### config.mk
export PLATFORM = sky130hd
export DESIGN_NAME = serial_adder_ctrl
export DESIGN_NICKNAME = d
export VERILOG_FILES = /design/src/rtl/serial_adder_ctrl.sv
export SDC_FILE = /design/constraint.sdc
export NUM_CORES = 1
export LEC_CHECK = 0
export ABC_AREA = 1
export CAP_MARGIN = 25
export CELL_PAD_IN_SITES_DETAIL_PLACEMENT = 2
export CELL_PAD_IN_SITES_GLOBAL_PLACEMENT = 2
export CORE_MARGIN = 4
export CORE_UTILIZATION = 36
export DETAILED_ROUTE_END_ITERATION = 6
export DONT_BUFFER_PORTS = 1
export PLACE_DENSITY_LB_ADDON = 0.1
export SLEW_MARGIN = 20
export SYNTH_ARGS = -nofsm -noshare
export SYNTH_HDL_FRONTEND = slang
export SYNTH_HIERARCHICAL = 1
export SYNTH_SLANG_ARGS = --single-unit
### constraint.sdc
create_clock -name clk -period 1.7 [get_ports clk]
set_input_delay 0.34 -clock clk [delete_from_list [all_inputs] [get_ports clk]]
set_output_delay 0.34 -clock clk [all_outputs]
set_load 0.01 [all_outputs]
### src/rtl/serial_adder_ctrl.sv
// ---------------------------------------------------------------------------
// serial_adder_ctrl
//
// Bit-serial add/subtract engine. Two WIDTH-bit operands are latched on a
// start request, then one bit pair plus the registered carry passes through
// a single shared full adder per clock, LSB first. After WIDTH cycles the
// result, the final carry and the signed overflow are published together
// with a one-cycle done pulse.
//
// Ports:
//   clk      system clock, rising edge
//   rst      asynchronous, active-high reset
//   start    begin an operation (accepted in IDLE or DONE only)
//   sub      0 = a+b, 1 = a-b (sampled with start)
//   a, b     WIDTH-bit operands (sampled with start)
//   busy     high while bits are being processed
//   done     one-cycle pulse when result/cout/overflow update
//   result   sum or difference, held until the next completion
//   cout     final carry; for subtraction 1 means no borrow
//   overflow two's-complement overflow (carry into MSB ^ carry out of MSB)
// ---------------------------------------------------------------------------

// Single-bit full adder; the only arithmetic element of the engine.
module full_adder (
   input  logic a,
   input  logic b,
   input  logic cin,
   output logic sum,
   output logic cout
);
   assign sum  = a ^ b ^ cin;
   assign cout = (a & b) | (cin & (a ^ b));
endmodule

module serial_adder_ctrl #(
   parameter int WIDTH = 8
) (
   input  logic             clk,
   input  logic             rst,
   input  logic             start,
   input  logic             sub,
   input  logic [WIDTH-1:0] a,
   input  logic [WIDTH-1:0] b,
   output logic             busy,
   output logic             done,
   output logic [WIDTH-1:0] result,
   output logic             cout,
   output logic             overflow
);

   localparam int CNT_W = (WIDTH > 1) ? $clog2(WIDTH) : 1;

   localparam logic [1:0] S_IDLE = 2'd0;
   localparam logic [1:0] S_RUN  = 2'd1;
   localparam logic [1:0] S_DONE = 2'd2;

   logic [1:0]       state;
   logic [1:0]       state_nxt;
   logic [WIDTH-1:0] op_a;
   logic [WIDTH-1:0] op_b;
   logic [WIDTH-1:0] shreg;
   logic             carry;
   logic [CNT_W-1:0] cnt;

   logic             fa_sum;
   logic             fa_cout;
   logic             last_bit;

   full_adder u_fa (
      .a    (op_a[0]),
      .b    (op_b[0]),
      .cin  (carry),
      .sum  (fa_sum),
      .cout (fa_cout)
   );

   assign last_bit = (state == S_RUN) && (cnt == CNT_W'(WIDTH - 1));
   assign busy     = (state == S_RUN);
   assign done     = (state == S_DONE);

   // NOTE: every signal assigned in always_comb gets a default first, so no
   // path leaves it unassigned and no latch is inferred.
   always_comb begin
      state_nxt = state;
      case (state)
         S_IDLE, S_DONE: state_nxt = start ? S_RUN : S_IDLE;
         S_RUN:          state_nxt = last_bit ? S_DONE : S_RUN;
         default:        state_nxt = S_IDLE;
      endcase
   end

   // NOTE: sequential state uses non-blocking assignments so every register
   // samples the pre-edge values, regardless of statement order.
   always_ff @(posedge clk or posedge rst) begin
      if (rst) begin
         state    <= S_IDLE;
         op_a     <= '0;
         op_b     <= '0;
         shreg    <= '0;
         carry    <= 1'b0;
         cnt      <= '0;
         result   <= '0;
         cout     <= 1'b0;
         overflow <= 1'b0;
      end else begin
         state <= state_nxt;
         case (state)
            S_IDLE, S_DONE: begin
               if (start) begin
                  // Subtraction is a + ~b + 1: invert B, seed the carry with 1.
                  op_a  <= a;
                  op_b  <= b ^ {WIDTH{sub}};
                  carry <= sub;
                  cnt   <= '0;
               end
            end
            S_RUN: begin
               shreg <= {fa_sum, shreg[WIDTH-1:1]};
               op_a  <= op_a >> 1;
               op_b  <= op_b >> 1;
               carry <= fa_cout;
               cnt   <= cnt + 1'b1;
               if (last_bit) begin
                  // On the MSB cycle the carry register holds the carry into
                  // the MSB, so overflow needs no extra capture stage.
                  result   <= {fa_sum, shreg[WIDTH-1:1]};
                  cout     <= fa_cout;
                  overflow <= carry ^ fa_cout;
               end
            end
            default: ;
         endcase
      end
   end

endmodule

==> summary.md <==
| Metric | Value |
|---|---|
| Classification of the worst setup path | `reg -> out` |
| Global-route congestion overflow total | `0` |
| Depth of the worst register-to-register path | `6` |
| Die Area | `6320 sq um` |
| Final number of setup-violating endpoints | `0` |
| Arrival time worst endpoint | `1210 ps` |
| Antenna diode count | `0` |
| Final period util | `0.9094` |
| Crit end category | `primary output` |
| Final TNS setup | `0 ps` |
| Outcome | `finished, final reports clean` |
| Placeable core region | `approximately 4800 sq um` |
| Initial antenna violation count | `0` |
| Total count of max-transition violations in the final report | `0` |
| Netlist cell types | `19` |
| Adder-cell area share of the yosys netlist | `0.02447` |
| Least-Margin Pin Slew | `514.9 ps` |
| Compound-cell area share of the yosys netlist | `0.01088` |
| Worst r2r dst | `result[7]` |
| Drt initial violations | `between 50 and 60` |
| Insertion delay to the later sink of the worst-skew pair | `between 200 and 300 ps` |
| Count of antenna-violating nets left after detailed routing | `0` |
| Largest family of logic cells by synthesized area | `simple AND/OR/NAND/NOR gates` |
| Slowest stage cell, crit path | `dfrtp_1` |
| Clock Pin Slew Worst Setup and Hold Paths | `~80 ps` |
| Post-CTS setup buffer count | `0` |
| Via Count | `1,455` |
| Largest fanout on the critical path | `10` |
| PD cells | `between 1500 and 2000 nW/um^2` |
| Worst flop-to-flop path startpoint | `state[1]` |
| Total routing resource utilization after global routing | `0.1679` |
| Proportion of layout cells with a drive suffix above 1 | `0.09013` |
| Post-Synth XOR/XNOR Area | `0.009517` |
| Final Critical Period | `1546 ps` |
| Site Rows | `25` |
| YS warnings | `6` |
| Setup WS pre-CTS | `277.4 ps` |
| Total of hold buffers inserted after clock tree synthesis | `0` |
| Fraction of synthesized area in multiplexers | `0` |
| Total half-perimeter wirelength after legalization and detailed placement | `between 3000 and 4000 microns` |
| Total detailed-routing wirelength | `4595 microns` |
| Tightest Hold Check Type | `in -> async` |
| Required time of the critical path | `1360 ps` |
| Final hold viol count | `0` |
| Leakage Power | `0.001084 uW` |
| CTS H-tree lvls | `2` |
| Largest incremental delay on the critical path | `520 ps` |
| Max-cap violations | `0` |
| Setup repair after global routing missed its margin | `no` |
| Number of vias per cell after detailed routing | `4.850` |
| Worst slew margin relative to its limit | `0.6568` |
| Post-route DRC violation count | `0` |
| Register-to-Register Setup Slack | `270 ps` |
| Setup slack after layout | `154.1 ps` |
| Port Buffer Count | `0` |
| CTS tree | `yes` |
| Placer's final routability congestion estimate | `0.7485` |
| TritonCTS sink count | `39` |
| Simple-gate portion of the synthesized area | `0.3521` |
| Synthesized net count | `251` |
| Yosys reg bits | `39` |
| Total CTS buffers | `5` |
| Area growth from synthesis to final layout | `8.429%` |
| Maximum clock skew at final layout | `7.787 ps` |
| Peak Freq | `646.9 MHz` |
| Average size of a mapped cell | `8.072 sq um` |
| Number of detailed-route iterations in the first pass | `4` |
| Boundary pin count | `32` |
| Post-cts gate resize count | `0` |
| Die span in x | `79.50 microns` |
| Routed wire per std cell | `15.32 microns` |
| Crit-path cells | `inv_2 > nor2_8` |
| Critical path launch point type | `flip-flop` |
| Post-synthesis cell area | `1841 sq um` |
| Cell at the root of the clock tree | `clkbuf_8` |
| First-pass GRT wire length | `8073 microns` |
| Post-layout util | `0.4116` |
| Starting density of the core | `0.3796` |
| NumNets Final | `roughly 260` |
| Vertical extent of the die | `79.50 microns` |
| Register area share after synthesis | `0.5303` |
| Maximum number of pins on one net before global-route repair | `40` |
| Worst-case vdd ir drop | `slightly below 0.0005 V` |
| Via count of the first global-routing pass | `1,681` |
| Worst-case clock buffer depth | `2` |
| Cell count after synthesis | `228` |
## registers in the layout, indices dropped and copies added, names as in the netlist
| register | flops |
|---|---|
| overflow | 1 |
| result | 8 |
| carry | 1 |
| cnt | 3 |
| state | 2 |
| op_b | 8 |
| op_a | 8 |
| shreg | 7 |
| cout | 1 |
## cell type report
cell class                 count  area [sq um]
clock buffer                   5         68.82
clock inverter                 3         20.02
fill                         573          2853
inverter                      23         86.33
multi-input combinational    159         730.7
sequential                    39         975.9
tap                           67         83.83
timing repair buffer           4         30.03
## kinds of logic after synthesis
logic type / after synthesis
AO/OA/AOI/OAI: 4
XOR/XNOR: 2
adder cells (fa/ha/maj): 3
buffers and inverters: 30
flip-flops: 39
AND/OR/NAND/NOR: 150
## cell usage in the layout, fill, tap and decap left out
cell type	netlist	routed
a21oi_1	1	1
buf_4	3	4
clkbuf_8	0	5
clkinv_2	0	1
clkinvlp_4	0	2
dfrtp_1	39	39
fa_1	1	1
ha_1	2	2
inv_1	20	20
inv_2	3	3
nand2_1	104	104
nand2_2	2	2
nand2_4	2	2
nand3_1	37	37
nor2_1	3	3
nor2_2	1	1
nor2_8	1	1
o21ai_0	3	3
xor2_1	2	2
## cell usage after synthesis
master | count | area [sq um]
a21oi_1 | 1 | 5.000
buf_2 | 2 | 10.01
buf_4 | 3 | 22.52
buf_6 | 1 | 11.26
clkbuf_1 | 1 | 3.750
dfrtp_1 | 39 | 975.9
fa_1 | 1 | 20.02
ha_1 | 2 | 25.02
inv_1 | 20 | 75.07
inv_2 | 3 | 11.26
nand2_1 | 104 | 390.4
nand2_2 | 2 | 12.51
nand2_4 | 2 | 22.52
nand3_1 | 37 | 185.2
nor2_1 | 3 | 11.26
nor2_2 | 1 | 6.260
nor2_8 | 1 | 20.02
o21ai_0 | 3 | 15.01
xor2_1 | 2 | 17.52
## metrics by stage
stage / power (uW) / instance area [sq um] / instances / hold WS (ps)
final: 3700 / 1996 / 300 / 60.22
after global routing: 4094 / 1996 / 300 / 108.7
after CTS: 3790 / 1996 / 300 / 69.61
after detailed placement: 3140 / 1907 / 292 / 395.1
after global placement: 3011 / 1907 / 292 / 385.2
after floorplan: 2744 / 1841 / 228 / 441.9
## worst max-delay path, delay by kind of cell (launching register included)
family | cells | cell delay [ps]
flip-flops | 1 | 520
AND/OR/NAND/NOR | 1 | 200
buffers and inverters | 1 | 190
## worst max path at each step
stage                        start         to  slack, ps  cells after the start
after detailed placement  state[1]  result[7]        280                      6
after floorplan                rst      carry        470                      1
after global routing      state[0]       busy         30                      2
after global placement    state[1]  result[2]        360                      6
final                     state[0]       busy        150                      2
after CTS                 state[0]       busy        130                      2
## power breakdown
group          internal [uW]  switching (uW)  leakage, uW
Sequential              1360             355     0.000492
Combinational            486             880     0.000552
Clock                    285             338    0.0000402
Total                   2130            1570      0.00108
## metal layers
layer  GRT usage  routed length, microns
met3     0.04966                     205
met1      0.1981                    1934
met2      0.2947                    2395
met4     0.04639                      59
met5           0                       0
(Power assumes the default switching activity.)
